## src/rtl/ahbl_master_arbiter_pkg.sv

```systemverilog
// Shared constants and small helpers for the two-port AHB-Lite master arbiter.
package ahbl_master_arbiter_pkg;

   localparam logic [1:0] HTRANS_IDLE   = 2'b00;
   localparam logic [1:0] HTRANS_BUSY   = 2'b01;
   localparam logic [1:0] HTRANS_NONSEQ = 2'b10;
   localparam logic [1:0] HTRANS_SEQ    = 2'b11;

   localparam int ARB_FIXED = 0;
   localparam int ARB_RR    = 1;

   // Only NONSEQ/SEQ carry a transfer; IDLE and BUSY are dropped at the port.
   function automatic logic htrans_active(input logic [1:0] htrans);
      logic act;
      case (htrans)
         HTRANS_NONSEQ, HTRANS_SEQ: act = 1'b1;
         HTRANS_IDLE, HTRANS_BUSY:  act = 1'b0;
         default:                   act = 1'b0;
      endcase
      return act;
   endfunction

   // Returns the winning port index; on a tie round-robin hands it to the port not granted last.
   function automatic logic arb_pick(input logic c0, input logic c1,
                                     input logic rr_mode, input logic rr_last);
      logic pick;
      if (c0 && c1) begin
         pick = rr_mode ? ~rr_last : 1'b0;
      end else begin
         pick = ~c0 & c1;
      end
      return pick;
   endfunction

endpackage

```

## src/rtl/ahbl_arb_port_buf.sv

```systemverilog
// Per-port holding buffer for an address phase that could not be forwarded when it was presented.
module ahbl_arb_port_buf
   import ahbl_master_arbiter_pkg::*;
#(
   parameter int AW = 32
) (
   input  logic          HCLK,
   input  logic          HRESETn,
   input  logic          capture,
   input  logic          clear,
   input  logic [AW-1:0] haddr_in,
   input  logic [2:0]    hsize_in,
   input  logic          hwrite_in,
   output logic          pend,
   output logic [AW-1:0] haddr,
   output logic [2:0]    hsize,
   output logic          hwrite
);

   // capture and clear never coincide: a live request only exists while pend is low.
   always_ff @(posedge HCLK or negedge HRESETn) begin
      if (!HRESETn) begin
         pend   <= 1'b0;
         haddr  <= '0;
         hsize  <= '0;
         hwrite <= 1'b0;
      end else if (capture) begin
         pend   <= 1'b1;
         haddr  <= haddr_in;
         hsize  <= hsize_in;
         hwrite <= hwrite_in;
      end else if (clear) begin
         pend   <= 1'b0;
      end
   end

endmodule

```

## src/rtl/ahbl_master_arbiter.sv

```systemverilog
// Two-requester AHB-Lite master arbiter: P0 (CPU) and P1 (DMA) share one master port.
module ahbl_master_arbiter
   import ahbl_master_arbiter_pkg::*;
#(
   parameter int ARB_MODE = ARB_RR,
   parameter int AW       = 32,
   parameter int DW       = 32
) (
   input  logic          HCLK,
   input  logic          HRESETn,
   input  logic [AW-1:0] P0_HADDR,
   input  logic [1:0]    P0_HTRANS,
   input  logic [2:0]    P0_HSIZE,
   input  logic          P0_HWRITE,
   input  logic [DW-1:0] P0_HWDATA,
   output logic [DW-1:0] P0_HRDATA,
   output logic          P0_HREADY,
   input  logic [AW-1:0] P1_HADDR,
   input  logic [1:0]    P1_HTRANS,
   input  logic [2:0]    P1_HSIZE,
   input  logic          P1_HWRITE,
   input  logic [DW-1:0] P1_HWDATA,
   output logic [DW-1:0] P1_HRDATA,
   output logic          P1_HREADY,
   output logic [AW-1:0] M_HADDR,
   output logic [1:0]    M_HTRANS,
   output logic [2:0]    M_HSIZE,
   output logic          M_HWRITE,
   output logic [DW-1:0] M_HWDATA,
   input  logic [DW-1:0] M_HRDATA,
   input  logic          M_HREADY
);

   // Handshake: an address phase on either side is taken at a rising edge where its
   // HREADY is 1; while HREADY is 0 the master holds address, control and HWDATA.

   logic          dp_valid;
   logic          dp_owner;
   logic          dp_write;
   logic          lock;
   logic          lock_port;
   logic          rr_last;

   logic          pend0, pend1;
   logic [AW-1:0] pb_haddr0, pb_haddr1;
   logic [2:0]    pb_hsize0, pb_hsize1;
   logic          pb_hwrite0, pb_hwrite1;

   logic          hready0, hready1;
   logic          live0, live1;
   logic          cand0, cand1, any_cand;
   logic          sel;
   logic          accept;
   logic          cap0, cap1, clr0, clr1;
   logic [AW-1:0] m_haddr_c;
   logic [2:0]    m_hsize_c;
   logic          m_hwrite_c;

   // A pending port is stalled; the data-phase owner sees the bus HREADY.
   always_comb begin
      hready0 = 1'b1;
      if (pend0) begin
         hready0 = 1'b0;
      end else if (dp_valid && (dp_owner == 1'b0)) begin
         hready0 = M_HREADY;
      end
   end

   always_comb begin
      hready1 = 1'b1;
      if (pend1) begin
         hready1 = 1'b0;
      end else if (dp_valid && (dp_owner == 1'b1)) begin
         hready1 = M_HREADY;
      end
   end

   assign live0    = hready0 & htrans_active(P0_HTRANS);
   assign live1    = hready1 & htrans_active(P1_HTRANS);
   assign cand0    = pend0 | live0;
   assign cand1    = pend1 | live1;
   assign any_cand = cand0 | cand1;

   // While the bus is stalled the stalled port keeps the address phase so it stays stable.
   always_comb begin
      if (lock) begin
         sel = lock_port;
      end else begin
         sel = arb_pick(cand0, cand1, (ARB_MODE == ARB_RR), rr_last);
      end
   end

   always_comb begin
      m_haddr_c  = '0;
      m_hsize_c  = '0;
      m_hwrite_c = 1'b0;
      if (any_cand) begin
         if (sel == 1'b0) begin
            m_haddr_c  = pend0 ? pb_haddr0  : P0_HADDR;
            m_hsize_c  = pend0 ? pb_hsize0  : P0_HSIZE;
            m_hwrite_c = pend0 ? pb_hwrite0 : P0_HWRITE;
         end else begin
            m_haddr_c  = pend1 ? pb_haddr1  : P1_HADDR;
            m_hsize_c  = pend1 ? pb_hsize1  : P1_HSIZE;
            m_hwrite_c = pend1 ? pb_hwrite1 : P1_HWRITE;
         end
      end
   end

   assign accept = any_cand & M_HREADY;
   assign clr0   = accept & (sel == 1'b0);
   assign clr1   = accept & (sel == 1'b1);
   assign cap0   = live0 & ~clr0;
   assign cap1   = live1 & ~clr1;

   ahbl_arb_port_buf #(.AW(AW)) u_buf0 (
      .HCLK      (HCLK),
      .HRESETn   (HRESETn),
      .capture   (cap0),
      .clear     (clr0),
      .haddr_in  (P0_HADDR),
      .hsize_in  (P0_HSIZE),
      .hwrite_in (P0_HWRITE),
      .pend      (pend0),
      .haddr     (pb_haddr0),
      .hsize     (pb_hsize0),
      .hwrite    (pb_hwrite0)
   );

   ahbl_arb_port_buf #(.AW(AW)) u_buf1 (
      .HCLK      (HCLK),
      .HRESETn   (HRESETn),
      .capture   (cap1),
      .clear     (clr1),
      .haddr_in  (P1_HADDR),
      .hsize_in  (P1_HSIZE),
      .hwrite_in (P1_HWRITE),
      .pend      (pend1),
      .haddr     (pb_haddr1),
      .hsize     (pb_hsize1),
      .hwrite    (pb_hwrite1)
   );

   always_ff @(posedge HCLK or negedge HRESETn) begin
      if (!HRESETn) begin
         dp_valid  <= 1'b0;
         dp_owner  <= 1'b0;
         dp_write  <= 1'b0;
         lock      <= 1'b0;
         lock_port <= 1'b0;
         rr_last   <= 1'b1;
      end else if (M_HREADY) begin
         lock     <= 1'b0;
         dp_valid <= accept;
         if (accept) begin
            dp_owner <= sel;
            dp_write <= m_hwrite_c;
            rr_last  <= sel;
         end
      end else if (any_cand) begin
         lock      <= 1'b1;
         lock_port <= sel;
      end
   end

   assign M_HADDR   = m_haddr_c;
   assign M_HSIZE   = m_hsize_c;
   assign M_HWRITE  = m_hwrite_c;
   assign M_HTRANS  = any_cand ? HTRANS_NONSEQ : HTRANS_IDLE;
   assign M_HWDATA  = (dp_valid && dp_write) ? (dp_owner ? P1_HWDATA : P0_HWDATA) : '0;
   assign P0_HREADY = hready0;
   assign P1_HREADY = hready1;
   assign P0_HRDATA = M_HRDATA;
   assign P1_HRDATA = M_HRDATA;

endmodule

```

## config.mk

```make
export PLATFORM = sky130hd
export DESIGN_NAME = ahbl_master_arbiter
export DESIGN_NICKNAME = d
export VERILOG_FILES = /design/src/rtl/ahbl_master_arbiter_pkg.sv /design/src/rtl/ahbl_arb_port_buf.sv /design/src/rtl/ahbl_master_arbiter.sv
export SDC_FILE = /design/constraint.sdc
export NUM_CORES = 1
export LEC_CHECK = 0
export CORE_AREA = 2 2 121 123
export CTS_BUF_LIST = sky130_fd_sc_hd__clkbuf_8 sky130_fd_sc_hd__clkbuf_16
export DETAILED_ROUTE_END_ITERATION = 12
export DIE_AREA = 0 0 123 125
export PLACE_DENSITY = 0.94
export SYNTH_ARGS = -nofsm -noshare
export SYNTH_HDL_FRONTEND = slang
export SYNTH_HIERARCHICAL = 1
export SYNTH_SLANG_ARGS = --single-unit
```

## constraint.sdc

```tcl
create_clock -name HCLK -period 5.9 [get_ports HCLK]
set_input_delay 1.18 -clock HCLK [delete_from_list [all_inputs] [get_ports HCLK]]
set_output_delay 1.18 -clock HCLK [all_outputs]
set_load 0.02 [all_outputs]
```

==> metrics.md <==
| Metric | Value |
|---|---|
| Outcome | `finished clean` |
| # DRC | `0` |
| Initial antenna violation count | `1` |
| Crit path time final | `5.12 ns` |
| Data required time of the worst path | `4.72 ns` |
| Port Buffers | `211` |
| Hold Violations, Final | `0` |
| Largest net degree at the start of global routing | `81` |
| First-pass GRT wire length | `23.5 mm` |
| Total GRT Usage | `0.198` |
| HP Class | `flip-flop to flip-flop` |
| Yosys cell types | `30` |
| Mux contribution to synthesized area | `0.304` |
| CTS max path bufs | `2` |
| FP Rows | `44` |
| Setup Skew | `0.00999 ns` |
| Synth Area in Simple Gates | `0.0745` |
| Post-synth top area cell | `dfrtp_1` |
| PD cells | `548 nW/um2` |
| N_diodes | `0` |
| Max rail drop VDD | `0.000393 V` |
| CTS tree | `done` |
| TritonRoute pass-1 iters | `4` |
| Post-synth ARST share | `1.00` |
| H-tree Lvls | `3` |
| Layout cells sized above 1 | `0.162` |
| WP data arrival | `3.94 ns` |
| Fin. max-slew vios | `0` |
| Relative slew margins | `0.250` |
| Clk_lat worst skew | `0.34 ns` |
| Syn nets | `678` |
| GP Congestion | `0.795` |
| Die Y | `125 um` |
| Non-filler instance count after layout | `815` |
| Post-DRT Antenna Nets | `0` |
| CTS Root Cell | `clkbuf_16` |
| Initial DRC count | `161` |
| Vias in the first global route | `4,351` |
| Via count | `4,161` |
| Seq cells post-synth | `80` |
| CP endpoint kind | `output pin` |
| Post-Syn Area | `5630 um2` |
| Post-synthesis compound-gate area fraction | `0.116` |
| Clk slew on worst S/H paths | `0.05 ns` |
| Final Setup Violations | `0` |
| Final wirelength | `15.1 mm` |
| Sequential cell area fraction in the yosys report | `0.356` |
| M1 GR Usage | `0.248` |
| Die W | `123 um` |
| Placed Cells | `799` |
| CTS Buf Count | `9` |
| Critical Path Source | `M_HREADY` |
| Hold Path Origin | `u_buf0/haddr[30]` |
| Hold-fix buffers, CTS | `0` |
| Sum Neg Setup Slack | `0 ns` |
| Max-cap viol count | `0` |
| Largest family of logic cells by synthesized area | `multiplexers` |
| NumNets Final | `801` |
| Average cell area after synthesis | `11.2 um2` |
| Setup CP Type | `input port to output pin` |
| CP Launch Type | `input port` |
| Multi-input gate area | `2800 um2` |
| Setup bufs post-CTS | `0` |
| XOR/XNOR Fraction of Synth Area | `0` |
| Worst-Margin Slew | `1.12 ns` |
| Syn-to-layout area delta | `34.9%` |
| Peak-usage layer in the global routing report | `met2` |
| Drt wl/cell | `18.5 um` |
| YS warnings | `6` |
| Synthesized instance count | `503` |
| Top Ports | `311` |
| Fmax | `195 MHz` |
| FF+latch area | `2010 um2` |
| Top cells by area, synth | `dfrtp_1 (35%), mux2_4 (15%), mux2i_1 (12%)` |
| Final worst path period share | `0.867` |
| Met2 Use GR | `0.321` |
| Clock Sink Count | `80` |
| Detailed Place HPWL | `10.5 mm` |
| Leak | `3.16 nW` |
| Post-Synth Adder-Cell Area | `0` |
| GR Layer Usage met3 | `0.0675` |
| Top cell type's share of synthesized area | `0.351` |
| Main synth FF type | `dfrtp_1` |
| RSZ-0062 raised after global routing | `false` |
| Via density per instance | `5.11` |
| Post-synth EDFFs | `0` |
| Initial Util | `0.396` |
| Fillers | `1,243` |
| Max FO, Critical Path | `30` |
| Core area | `14,200 um2` |
| Post-cts repair resize count | `0` |
| RR Startpoint | `dp_owner` |
| Grt ovf | `0` |
| Die ar. | `15,400 um2` |
[flip-flops by register name, summed over array words and instances (netlist names)]
register / flops
u_buf1/pend: 1
u_buf1/hwrite: 1
u_buf0/pend: 1
u_buf0/haddr: 32
dp_write: 1
dp_owner: 1
lock: 1
rr_last: 1
lock_port: 1
u_buf0/hwrite: 1
u_buf0/hsize: 3
dp_valid: 1
u_buf1/hsize: 3
u_buf1/haddr: 32
[worst max-delay path: stages]
cell	delay, ns
clkdlybuf4s50_1	0.62
inv_1	0.20
a31oi_1	0.21
o31a_2	0.29
buf_4	0.36
a211oi_1	0.09
a211oi_1	0.31
clkdlybuf4s50_1	0.66
[path summary, 6_finish.rpt]
kind                                    endpoint  slack [ns]  cells after the start
max in group asynchronous            u_buf1/pend        4.15                      1
worst max register to register  u_buf0/haddr[30]        2.83                      6
min in group asynchronous        u_buf0/haddr[9]        1.03                      1
worst min register to register  u_buf0/haddr[30]        0.50                      1
worst max-delay path                 M_HADDR[16]        0.78                      8
worst min-delay path            u_buf0/haddr[30]        0.50                      1
[cells in the final DEF (no fill, tap or decap)]
master / count
a211o_1: 1
a211oi_1: 72
a21o_1: 2
a21oi_1: 3
a21oi_4: 1
a31oi_1: 2
and2_2: 1
buf_12: 1
buf_4: 7
bufinv_16: 4
clkbuf_16: 9
clkdlybuf4s50_1: 210
conb_1: 1
dfrtp_1: 76
dfrtp_2: 3
dfstp_2: 1
inv_1: 7
inv_6: 1
mux2_2: 14
mux2_4: 58
mux2i_1: 68
nand2_1: 6
nand3_1: 1
nand3b_1: 1
nor2_1: 35
nor2b_1: 38
o211a_2: 1
o21a_1: 3
o21ai_0: 1
o2bb2ai_1: 1
o31a_2: 1
or3b_1: 1
[layer usage]
metal  part of all wire  up-vias  routed length (um)
li1                   -     1974                   -
met1               0.42     2025                6320
met2               0.49      132                7460
met3              0.068       30                1030
met4              0.020        0                 298
met5                  0        -                   0
[report_power, final]
| part | internal, mW | switching [mW] |
|---|---|---|
| combinational | 1.29 | 1.14 |
| sequential | 0.830 | 0.223 |
| clock | 0.455 | 0.223 |
[cell families (layout without fill, tap and decap cells)]
family                 after synthesis  in the layout
buffers and inverters              111            239
AO/OA/AOI/OAI                       88             88
multiplexers                       140            140
flip-flops                          80             80
AND/OR/NAND/NOR                     83             83
other                                1              1
[layout make-up]
class                           instances  share of cell area
Sequential cell                        80               0.264
Clock inverter                          7              0.0180
Clock buffer                            9              0.0297
Multi-Input combinational cell        312               0.369
Inverter                                5             0.00247
Tap cell                              184              0.0303
Timing Repair Buffer                  218               0.287
[through the flow]
step / worst slack [ns] / cell area [um2] / total power, mW / hold WS [ns] / utilization
after floorplan: 2.14 / 5630 / 2.72 / 0.456 / -
after global placement: 0.866 / 7230 / 3.42 / 0.475 / 0.509
after detailed placement: 0.855 / 7230 / 3.48 / 0.493 / 0.509
after CTS: 0.826 / 7590 / 4.19 / 0.509 / 0.534
after global routing: 0.664 / 7590 / 4.39 / 0.512 / 0.534
final: 0.783 / 7590 / 4.16 / 0.504 / 0.534
[synth_stat cells, types with 7 or more instances]
library cell and number:
nor2b_1 38, dfrtp_1 79, mux2i_1 68, clkbuf_1 7
mux2_4 58, buf_2 12, buf_4 71, nor2_1 35
mux2_2 14, a211oi_1 72
(Power assumes the default switching activity.)
